==> config.mk <==
export PLATFORM = sky130hd
export DESIGN_NAME = dpram_fifo
export DESIGN_NICKNAME = d
export VERILOG_FILES = /design/src/rtl/dpram_fifo_pkg.sv /design/src/rtl/dpram_fifo_dpram.sv /design/src/rtl/dpram_fifo.sv
export SDC_FILE = /design/constraint.sdc
export NUM_CORES = 1
export LEC_CHECK = 0
export CELL_PAD_IN_SITES_DETAIL_PLACEMENT = 0
export CELL_PAD_IN_SITES_GLOBAL_PLACEMENT = 1
export CORE_AREA = 2 2 281 283
export CTS_CLUSTER_SIZE = 14
export DETAILED_ROUTE_END_ITERATION = 6
export DIE_AREA = 0 0 283 285
export PLACE_DENSITY_LB_ADDON = 0.1
export REMOVE_ABC_BUFFERS = 1
export SYNTH_ARGS = -nofsm -noshare
export SYNTH_HDL_FRONTEND = slang
export SYNTH_HIERARCHICAL = 1
export SYNTH_SLANG_ARGS = --single-unit
==> constraint.sdc <==
create_clock -name clock -period 5.7 [get_ports clock]
set_input_delay 0.57 -clock clock [delete_from_list [all_inputs] [get_ports clock]]
set_output_delay 0.57 -clock clock [all_outputs]
set_load 0.02 [all_outputs]
==> src/rtl/dpram_fifo_pkg.sv <==
// rtl/dpram_fifo_pkg.sv - shared constants and depth helper for dpram_fifo
package dpram_fifo_pkg;

  localparam int BUF_SLOTS      = 2;
  localparam int RAM_RD_LATENCY = 1;

  function automatic int depth_of(input int depth_log2);
    return 1 << depth_log2;
  endfunction

endpackage

==> src/rtl/dpram_fifo_dpram.sv <==
// rtl/dpram_fifo_dpram.sv - simple dual-port RAM, port A write, port B registered read
module DPRAM #(
  parameter int numwords_a = 32,
  parameter int numwords_b = 32,
  parameter int widthad_a  = 5,
  parameter int widthad_b  = 5,
  parameter int width_a    = 32,
  parameter int width_b    = 32
) (
  input  logic                 clock,
  input  logic                 wren_a,
  input  logic [widthad_a-1:0] address_a,
  input  logic [width_a-1:0]   data_a,
  input  logic [widthad_b-1:0] address_b,
  output logic [width_b-1:0]   q_b
);

  localparam int WORDS = (numwords_a > numwords_b) ? numwords_a : numwords_b;

  logic [width_a-1:0] mem [WORDS];

  always_ff @(posedge clock) begin
    if (wren_a) begin
      mem[address_a] <= data_a;
    end
    q_b <= width_b'(mem[address_b]);
  end

endmodule

==> src/rtl/dpram_fifo.sv <==
// rtl/dpram_fifo.sv - first-word-fall-through FIFO over DPRAM with 2-entry output buffer
// Optional feature: DPRAM_FIFO_AFULL_EN adds the registered almost_full_out flag.
module dpram_fifo
  import dpram_fifo_pkg::*;
#(
  parameter int DEPTH_LOG2  = 5,
  parameter int WIDTH       = 32,
  parameter int AFULL_LEVEL = depth_of(DEPTH_LOG2) - 4
) (
  input  logic                  clock,
  input  logic                  reset,
  input  logic                  write_in,
  input  logic [WIDTH-1:0]      data_in,
  output logic                  full_out,
  input  logic                  read_in,
  output logic [WIDTH-1:0]      data_out,
  output logic                  valid_out,
  output logic [DEPTH_LOG2:0]   count_out
`ifdef DPRAM_FIFO_AFULL_EN
 ,output logic                  almost_full_out
`endif
);

  localparam int DEPTH = depth_of(DEPTH_LOG2);
  localparam int CW    = DEPTH_LOG2 + 1;

  if (RAM_RD_LATENCY != 1) begin : g_latency_check
    $error("dpram_fifo assumes a single-cycle DPRAM read");
  end

  logic [DEPTH_LOG2-1:0] wr_ptr, rd_ptr;
  logic [CW-1:0]         ram_cnt, ram_cnt_nxt, count_nxt;
  logic                  rd_pend;
  logic [1:0]            buf_cnt, buf_cnt_nxt, buf_left;
  logic [2:0]            occupied;
  logic [WIDTH-1:0]      skid, skid_nxt, head_nxt, q_b;
  logic                  push, pop, issue;

  assign push = write_in && !full_out;
  assign pop  = read_in && valid_out;

  // A read is issued only if its data will find a free slot when it lands.
  always_comb begin
    occupied = {1'b0, buf_cnt} + {2'b0, rd_pend};
    issue    = (ram_cnt != '0) && (occupied < 3'(BUF_SLOTS) + {2'b0, pop});
  end

  always_comb begin
    buf_left    = buf_cnt - {1'b0, pop};
    head_nxt    = data_out;
    skid_nxt    = skid;
    buf_cnt_nxt = buf_left + {1'b0, rd_pend};
    if (pop) begin
      head_nxt = skid;
    end
    if (rd_pend) begin
      case (buf_left)
        2'd0:    head_nxt = q_b;
        2'd1:    skid_nxt = q_b;
        default: skid_nxt = skid;
      endcase
    end
    ram_cnt_nxt = ram_cnt + CW'(push) - CW'(issue);
    count_nxt   = count_out + CW'(push) - CW'(pop);
  end

  always_ff @(posedge clock) begin
    if (reset) begin
      wr_ptr    <= '0;
      rd_ptr    <= '0;
      ram_cnt   <= '0;
      rd_pend   <= 1'b0;
      buf_cnt   <= '0;
      skid      <= '0;
      data_out  <= '0;
      valid_out <= 1'b0;
      count_out <= '0;
      full_out  <= 1'b0;
    end else begin
      if (push) begin
        wr_ptr <= wr_ptr + 1'b1;
      end
      if (issue) begin
        rd_ptr <= rd_ptr + 1'b1;
      end
      ram_cnt   <= ram_cnt_nxt;
      rd_pend   <= issue;
      buf_cnt   <= buf_cnt_nxt;
      skid      <= skid_nxt;
      data_out  <= head_nxt;
      valid_out <= (buf_cnt_nxt != '0);
      count_out <= count_nxt;
      full_out  <= (count_nxt == CW'(DEPTH));
    end
  end

`ifdef DPRAM_FIFO_AFULL_EN
  if (AFULL_LEVEL < 1 || AFULL_LEVEL > DEPTH) begin : g_afull_check
    $error("AFULL_LEVEL must lie in 1..DEPTH");
  end

  always_ff @(posedge clock) begin
    if (reset) begin
      almost_full_out <= 1'b0;
    end else begin
      almost_full_out <= (count_nxt >= CW'(AFULL_LEVEL));
    end
  end
`endif

  DPRAM #(
    .numwords_a (DEPTH),
    .numwords_b (DEPTH),
    .widthad_a  (DEPTH_LOG2),
    .widthad_b  (DEPTH_LOG2),
    .width_a    (WIDTH),
    .width_b    (WIDTH)
  ) u_ram (
    .clock     (clock),
    .wren_a    (push),
    .address_a (wr_ptr),
    .data_a    (data_in),
    .address_b (rd_ptr),
    .q_b       (q_b)
  );

endmodule

# ---- Yosys cells after proc, flatten, opt, wreduce, memory -nomap -nowiden
# Memories as Yosys holds them, arrays and structs flattened. A register that Yosys moved wholly into a read port is not among the register bits.
# Cells that the tools add are included.
dict set report op_classes {
  mux 5
  n_eq_ne 2
  reduce_logical 8
  n_lt_le_gt_ge 1
  add_sub_neg 10
}
# operator n
set op_table {}
lappend op_table {{2-to-1 mux 32 bit} 3}
lappend op_table {{adder 6 x 1 -> 6 bit} 2}
lappend op_table {{subtractor 6 x 1 -> 6 bit} 2}
lappend op_table {{adder 5 x 1 -> 5 bit (second input constant)} 2}
lappend op_table {{equality test 6 bit (second input constant)} 1}
lappend op_table {{nonzero test 6 bit} 1}
lappend op_table {{adder 2 x 1 -> 3 bit} 1}
lappend op_table {{adder 2 x 1 -> 3 bit (first input constant)} 1}
lappend op_table {{logical AND 1 bit} 3}
lappend op_table {{less-than comparator 3 bit} 1}
lappend op_table {{adder 2 x 1 -> 2 bit} 1}
lappend op_table {{equality test 2 x 1 -> 1 bit (second input constant)} 1}
lappend op_table {{zero test 2 bit} 1}
lappend op_table {{2-to-1 mux 1 bit} 2}
lappend op_table {{AND reduction 2 bit} 1}
lappend op_table {{nonzero test 2 bit} 1}
lappend op_table {{subtractor 2 x 1 -> 2 bit} 1}
lappend op_table {{zero test 1 bit} 1}
dict set report totals {
  input_bits 36
  ram_bits 1024
  word_cells 37
  memories 1
  reg_bits 91
}
# name depth width rd rd_ports_with_merged_regs write_ports line_no
set memory_table {}
lappend memory_table {u_ram.mem 32 32 1 1 1 dpram_fifo_dpram.sv:20} ;# logic [width_a-1:0] mem [WORDS];

# ---- Longest topological paths before layout
# Gate-level depths: netlist of run 1.
dict set report logic_depth {
  word_depth 5
  depth_mapped 13
  depth_no_buf 13
}

# ---- Cells and area by module
# Netlist of run 1, hierarchy kept.
# module instances area_per_inst_um2 seq_area_each_um2 cells_each
set modules_own_cells {}
lappend modules_own_cells {DPRAM 1 40485.1 31390.1 2260}
lappend modules_own_cells {dpram_fifo 1 4234.1 1821.7 443}

# ---- Least setup slack after synthesis of run 1
# OpenSTA, ideal clock, no wires.
dict set report synth_path {
  kind {input-to-reg}
  from {input write_in}
  to {memory u_ram.mem[12][0] (enable)}
  arrival_ns 2.997
  cell_stages 5
  n_path_buf 2
  setup_time_ns 0.421
  setup_slack_ns 2.282
  path_cell_list {nor2b_1 -> clkbuf_1 -> or3b_2 -> clkbuf_1 -> nor2_1}
}
dict set report synth_between {
  elab_chain_len 3
}
# element line_no
set synth_lines {}
lappend synth_lines {{start, declared} dpram_fifo.sv:12} ;# input logic write_in,
lappend synth_lines {{logical AND 1 bit} dpram_fifo.sv:39} ;# assign push = write_in && !full_out;
lappend synth_lines {{net push} dpram_fifo.sv:37} ;# logic push, pop, issue;
lappend synth_lines {{2-to-1 mux 1 bit} dpram_fifo_dpram.sv:23} ;# if (wren_a) begin
lappend synth_lines {{2-to-1 mux 1 bit (not written as such)} dpram_fifo_dpram.sv:24} ;# mem[address_a] <= data_a;
lappend synth_lines {{end, declared} dpram_fifo_dpram.sv:20}
# The timed path passes the listed nets, and every way through them passes these cells.

==> results of run 1 <==
==> final cells by class <==
type,instances,area (um^2)
Fill cell,5459,27800
Inverter,24,90.1
Sequential cell,1147,33200
Clock buffer,174,3250
Tap cell,1050,1310
Clock inverter,36,322
Multi-Input combinational cell,1378,10800
Timing Repair Buffer,123,1190
==> critical path: stages, from the launching register on <==
cell	delay, ps
sky130_fd_sc_hd__dfxtp_4	940
sky130_fd_sc_hd__buf_4	630
sky130_fd_sc_hd__mux2i_1	260
sky130_fd_sc_hd__a22o_1	230
sky130_fd_sc_hd__nor3_1	110
sky130_fd_sc_hd__a31oi_1	430
sky130_fd_sc_hd__nand3_1	310
==> flip-flops by register name (all words and copies together), names as in the netlist <==
name	count
u_ram/mem	1024
skid	32
buf_cnt	2
wr_ptr	5
ram_cnt	6
u_ram/q_b	32
rd_ptr	5
rd_pend	1
valid_out	1
data_out	32
count_out	6
full_out	1
==> how the worst max path moves through the flow <==
stage / from / to / slack (ps)
finish: rd_ptr[0] / u_ram/q_b[23] / 2440
global route: rd_ptr[0] / u_ram/q_b[23] / 2450
CTS: rd_ptr[0] / u_ram/q_b[23] / 2500
detailed placement: write_in / u_ram/mem[3][7] / 1960
global placement: write_in / u_ram/mem[3][19] / 1960
floorplan: rd_ptr[0] / rd_ptr[4] / -13020
==> report_power, final <==
group,switching (mW),internal (mW),leakage (nW),total [mW]
clock,3.01,4.13,1.73,7.13
sequential,0.370,9.59,10.2,9.96
combinational,3.08,2.04,4.51,5.12
total,6.46,15.8,16.5,22.2
==> cell families after synthesis <==
group           count (synthesis)
compound gates                339
flops                        1147
mux                           548
xor+xnor                       12
fa+ha+maj                      22
simple gates                  457
buf+inv                       178
==> cell usage after synthesis (3+ instances only) <==
cell,count
sky130_fd_sc_hd__buf_2,27
sky130_fd_sc_hd__nand4_1,5
sky130_fd_sc_hd__buf_1,10
sky130_fd_sc_hd__nor2_1,116
sky130_fd_sc_hd__nor2b_1,6
sky130_fd_sc_hd__a21oi_1,104
sky130_fd_sc_hd__nand2_1,166
sky130_fd_sc_hd__nand3b_1,7
sky130_fd_sc_hd__a22o_1,64
sky130_fd_sc_hd__inv_1,24
sky130_fd_sc_hd__nand2b_1,4
sky130_fd_sc_hd__a31oi_1,33
sky130_fd_sc_hd__or3b_2,3
sky130_fd_sc_hd__mux2i_1,546
sky130_fd_sc_hd__buf_6,22
sky130_fd_sc_hd__nor3_1,35
sky130_fd_sc_hd__nand3_1,100
sky130_fd_sc_hd__a311oi_2,32
sky130_fd_sc_hd__xnor2_1,5
sky130_fd_sc_hd__dfxtp_1,123
sky130_fd_sc_hd__and2_1,3
sky130_fd_sc_hd__a22oi_1,96
sky130_fd_sc_hd__buf_4,36
sky130_fd_sc_hd__xor2_1,6
sky130_fd_sc_hd__edfxtp_1,1024
sky130_fd_sc_hd__ha_1,20
sky130_fd_sc_hd__clkbuf_1,57
==> layer usage <==
metal  vias up  wire (um)
li1      10665          -
met1     12091      44300
met2       696      53900
met3       137       5320
met4         0       2660
met5         -          0
==> per-stage QoR <==
step / utilization [%] / power [mW] / cell area [um^2] / setup TNS [ps] / worst slack [ps]
5_1_grt: 64.3 / 23.0 / 50200 / 0 / 2450
3_5_place_dp: 59.7 / 15.3 / 46600 / 0 / 1960
6_report: 64.3 / 22.2 / 50200 / 0 / 2440
4_1_cts: 64.3 / 22.4 / 50200 / 0 / 2500
2_1_floorplan: - / 13.9 / 43800 / -460920 / -13020
3_3_place_gp: 59.7 / 15.2 / 46600 / 0 / 1960
==> summary.txt, run 1 <==
setup repair after global routing missed its margin: no
number of stages on the worst hold path: 2
most common cell after layout, fill and taps aside: sky130_fd_sc_hd__edfxtp_1
flops & latches, synth: 1147
DR iter-0 viols: 2024
share of the synthesized area in the top cell type: 68.8%
met3 track demand over resource: 3.41%
wire length of the first global-routing pass: 157 mm
number of instances in the synthesized netlist: 2703
area of the mapped netlist: 44700 um^2
global routing met2 resource utilization: 45.2%
core box area: 78000 um^2
most used flip-flop cell after synthesis: sky130_fd_sc_hd__edfxtp_1
Hold Crit Start: reset
count of standard-cell rows: 103
Cell Count, Final, Fillers Out: 3932
post-layout min period: 3260 ps
dominant combinational cell family by area after synthesis: multiplexers
CP startpoint kind: flop
final weighted congestion of routability-driven global placement: 0.807
Critical Path End Type: flop
multiplexer share of the synthesized area: 12.3%
Clock Skews: 22.4 ps
worst min path class: in -> reg
sequential share of the synthesized area: 74.3%
total clock buffers created by CTS: 112
total wire length: 106 mm
die outline height: 285 um
number of cells in the design after placement: 3722
Remaining Overflow, GRT: 0
starting density of the core: 57.4%
depth of the CTS H-tree: 3
TritonCTS clock tree: done
cts-stage hold buffer count: 0
status: finished clean
most area-hungry cell type in the Yosys netlist: sky130_fd_sc_hd__edfxtp_1
critical path fanouts, max: 47
die extent in x: 283 um
Slew HR: 17.9%
Finish-stage setup viols: 0
iteration count of the initial detailed-routing pass: 5
Register-to-Register Path Depth: 6
ratio of total power to cell area: 443 nW/um^2
average footprint of a synthesized cell: 16.5 um^2
number of top-level pins: 76
synthesized-area fraction occupied by ao, oa, aoi and oai cells: 5.77%
synth unique cells: 49
drt drc: 0
slew at the pin with the worst max-slew slack: 1230 ps
final hold slack: 330 ps
PostCTS Resize Cnt: 0
count of flip-flops with a built-in enable after synthesis: 1024
P_leak: 16.5 nW
met1 layer usage reported by global route: 35.3%
endpoint of the worst hold-timing path: count_out[0]
vias after detailed routing: 23589
grt peak-use layer: met2
number of nets at the end of the flow: 2844
number of violations of the max-capacitance limit: 0
critical register-to-register path endpoint: u_ram/q_b[23]
maximum number of pins on one net before global-route repair: 96
synthesized-area fraction occupied by adder cells: 0.649%
share of the clock period used by the worst path: 57.2%
Worst-Skew Late Latency: 670 ps
number of buffers added on ports: 75
clock sink count: 1147
Max clock buf depth: 3
critical register-to-register path startpoint: rd_ptr[0]
antenna violations before repair: 1
reg2reg setup slack: 2440 ps
commonest cells after routing, fill and taps aside: sky130_fd_sc_hd__edfxtp_1 (1024), sky130_fd_sc_hd__mux2i_1 (546), sky130_fd_sc_hd__nand2_1 (164), sky130_fd_sc_hd__dfxtp_1 (122), sky130_fd_sc_hd__clkbuf_16 (115)
total global-route track usage: 26.3%
post-detailed-route wirelength per cell: 27.0 um
endpoint arrival time on the critical path: 3710 ps
setup bufs post-CTS: 0
Post-Synth XOR/XNOR Area: 0.252%
Max Fclk: 307 MHz
cells taking the most area after synthesis: sky130_fd_sc_hd__edfxtp_1 (69%), sky130_fd_sc_hd__mux2i_1 (12%), sky130_fd_sc_hd__dfxtp_1 (5.5%)
Post-Synth Simple-Gate Area: 4.53%
antenna viol nets, final: 0
via count of the first global-routing pass: 23617
clock root buffer: sky130_fd_sc_hd__clkbuf_16
via density per instance: 6.00
count of yosys warnings during synthesis: 6
synthesis-to-finish area growth: 12.1%
clock slew at the register clock pins of the worst setup and hold paths: 60 ps
die area: 80700 um^2
fraction of layout cells with a size suffix above 1: 10.3%
antenna diode instance count: 0
Required @ worst endpoint: 6150 ps
worst ir drop on vdd: 0.330 mV
final hold viol count: 0
HPWL after detailed placement: 62.8 mm
Max Transition Viols Final: 0
share of synthesized flip-flops with an asynchronous set or reset: 0%
path type of the worst setup path: reg -> reg
(Power assumes the default switching activity.)
==> run 2: changes to the inputs <==
--- a/config.mk
+++ b/config.mk
@@ -7,10 +7,10 @@
 export LEC_CHECK = 0
 export CELL_PAD_IN_SITES_DETAIL_PLACEMENT = 0
 export CELL_PAD_IN_SITES_GLOBAL_PLACEMENT = 1
-export CORE_AREA = 2 2 281 283
+export CORE_AREA = 2 2 291 293
 export CTS_CLUSTER_SIZE = 14
 export DETAILED_ROUTE_END_ITERATION = 6
-export DIE_AREA = 0 0 283 285
+export DIE_AREA = 0 0 293 295
 export PLACE_DENSITY_LB_ADDON = 0.1
 export REMOVE_ABC_BUFFERS = 1
 export SYNTH_ARGS = -nofsm -noshare
==> constraint.sdc (replaced) <==
create_clock -name clock -period 3.17 [get_ports clock]
set_input_delay 0.317 -clock clock [delete_from_list [all_inputs] [get_ports clock]]
set_output_delay 0.317 -clock clock [all_outputs]
set_load 0.02 [all_outputs]
==> run 2 against run 1 <==
Against the previous run:
- the run now ends with DRC left
- final cell count rose by 3.3%
- hold slack got worse by 190 ps
- global-route usage fell by 0.89 points
- wire length rose by 2.7%
- sequential share of layout area fell by 1.5 points
- cell area rose by 2.3%
==> summary.txt, run 2 (synthesized netlist as in run 1, its figures left out) <==
status: finished with violations
violations in the final reports: DRC
critical register-to-register path endpoint: ram_cnt[4]
setup bufs post-CTS: 0
core box area: 83200 um^2
final hold viol count: 0
Layout Cell Area excl Fill: 51300 um^2
starting density of the core: 53.8%
met3 track demand over resource: 2.96%
total clock buffers created by CTS: 114
top register by number of flip-flops: u_ram/mem
CP Depth: 12
iteration count of the initial detailed-routing pass: 7
drt drc: 2
final hold slack: 141 ps
worst ir drop on vdd: 0.551 mV
clock slew at the register clock pins of the worst setup and hold paths: 60 ps
final weighted congestion of routability-driven global placement: 0.786
Max clock buf depth: 3
Placed Instance Area: 47600 um^2
Worst-Skew Late Latency: 660 ps
die area: 86400 um^2
Clock Skews: 20.6 ps
die outline height: 295 um
endpoint arrival time on the critical path: 3260 ps
Max Fclk: 365 MHz
P_leak: 17.1 nW
DR iter-0 viols: 2391
fraction of layout cells with a size suffix above 1: 13.5%
number of buffers added on ports: 75
CP most frequent cell: sky130_fd_sc_hd__ha_1
path type of the worst setup path: reg -> reg
number of nets at the end of the flow: 2941
worst min path class: in -> reg
HPWL after detailed placement: 64.1 mm
antenna viol nets, final: 0
antenna violations before repair: 4
critical path fanouts, max: 3
clock sink count: 1147
Max Transition Viols Final: 0
reg2reg setup slack: 430 ps
PostCTS Resize Cnt: 0
Register-to-Register Path Depth: 12
number of violations of the max-capacitance limit: 0
critical register-to-register path startpoint: rd_pend
setup repair after global routing missed its margin: no
die extent in x: 293 um
number of cells in the design after placement: 3847
family with the most delay on the worst path: adder cells
synthesis-to-finish area growth: 14.8%
via density per instance: 6.01
via count of the first global-routing pass: 24021
maximum number of pins on one net before global-route repair: 79
wire length of the first global-routing pass: 161 mm
CP max stage cell: sky130_fd_sc_hd__fa_1
Critical Path End Type: flop
count of standard-cell rows: 106
CP startpoint kind: flop
commonest cells after routing, fill and taps aside: sky130_fd_sc_hd__edfxtp_1 (1024), sky130_fd_sc_hd__mux2i_1 (546), sky130_fd_sc_hd__nand2_1 (164), sky130_fd_sc_hd__dfxtp_1 (122)
grt peak-use layer: met2
share of the clock period used by the worst path: 86.3%
TritonCTS clock tree: done
post-layout min period: 2740 ps
Finish-stage setup viols: 0
CP max stage delay: 420 ps
post-layout power: 40.3 mW
Bufs and invs on worst path: 2
Hold Crit Start: reset
vias after detailed routing: 24406
endpoint of the worst hold-timing path: skid[4]
total global-route track usage: 25.4%
layout filler cell count: 5978
Required @ worst endpoint: 3690 ps
number of stages on the worst hold path: 2
Cell Count, Final, Fillers Out: 4060
ratio of total power to cell area: 785 nW/um^2
Remaining Overflow, GRT: 0
cells traversed along the worst timing path: ha_1 -> nand3b_1 -> a211oi_4 -> ha_1 -> inv_1 -> ha_1 -> inv_1 -> fa_1 -> nand2b_1 -> a21oi_1 -> o21a_1 -> nor3_1
most common cell after layout, fill and taps aside: sky130_fd_sc_hd__edfxtp_1
number of top-level pins: 76
global routing met2 resource utilization: 40.1%
post-detailed-route wirelength per cell: 26.9 um
slew at the pin with the worst max-slew slack: 1130 ps
max reg flops: 1024
cts-stage hold buffer count: 0
Slew HR: 24.5%
met1 layer usage reported by global route: 37.8%
total wire length: 109 mm
clock root buffer: sky130_fd_sc_hd__clkbuf_16
depth of the CTS H-tree: 3
-- run 2: how the worst max path moves through the flow --
stage                          from    endpoint
final                       rd_pend  ram_cnt[4]
after global routing        rd_pend  ram_cnt[4]
after CTS                   rd_pend  ram_cnt[4]
after detailed placement    read_in  ram_cnt[4]
after global placement      read_in  ram_cnt[4]
after floorplan           rd_ptr[0]   rd_ptr[4]
-- run 2: layer usage --
layer	part of all wire (%)	up-vias	routed length (um)
met3	5.5	145	6060
li1	-	10873	-
met4	2.1	2	2290
met5	0.012	-	13
met2	47	774	51100
met1	46	12612	49700
-- run 2: metrics by stage --
| stage | setup slack [ps] | setup TNS, ps | utilization, % |
|---|---|---|---|
| floorplan | -15550 | -606360 | - |
| global placement | 280 | 0 | 57.3 |
| detailed placement | 294 | 0 | 57.3 |
| CTS | 412 | 0 | 61.7 |
| global route | 261 | 0 | 61.7 |
| finish | 434 | 0 | 61.7 |
-- run 2: worst register-to-register path, stage by stage (launching register included) --
cell	delay [ps]
sky130_fd_sc_hd__dfxtp_1	330
sky130_fd_sc_hd__ha_1	300
sky130_fd_sc_hd__nand3b_1	200
sky130_fd_sc_hd__a211oi_4	290
sky130_fd_sc_hd__ha_1	270
sky130_fd_sc_hd__inv_1	60
sky130_fd_sc_hd__ha_1	160
sky130_fd_sc_hd__inv_1	60
sky130_fd_sc_hd__fa_1	420
sky130_fd_sc_hd__nand2b_1	160
sky130_fd_sc_hd__a21oi_1	190
sky130_fd_sc_hd__o21a_1	130
sky130_fd_sc_hd__nor3_1	50
-- run 2: where the power goes --
part / internal, mW / switching (mW) / leakage, nW
Clock: 7.71 / 5.52 / 1.83
Sequential: 17.3 / 0.452 / 10.2
Combinational: 3.83 / 5.52 / 5.07
Total: 28.8 / 11.5 / 17.1
-- run 2: final cells by class --
type	instances	area, um^2	area share [%]
Sequential cell	1147	33200	64.7
Multi-Input combinational cell	1378	10800	21.0
Clock buffer	149	3120	6.07
Timing Repair Buffer	218	2180	4.26
Tap cell	1080	1350	2.63
Clock inverter	62	582	1.13
Inverter	24	90.1	0.176
Antenna cell	2	5.00	0.00975
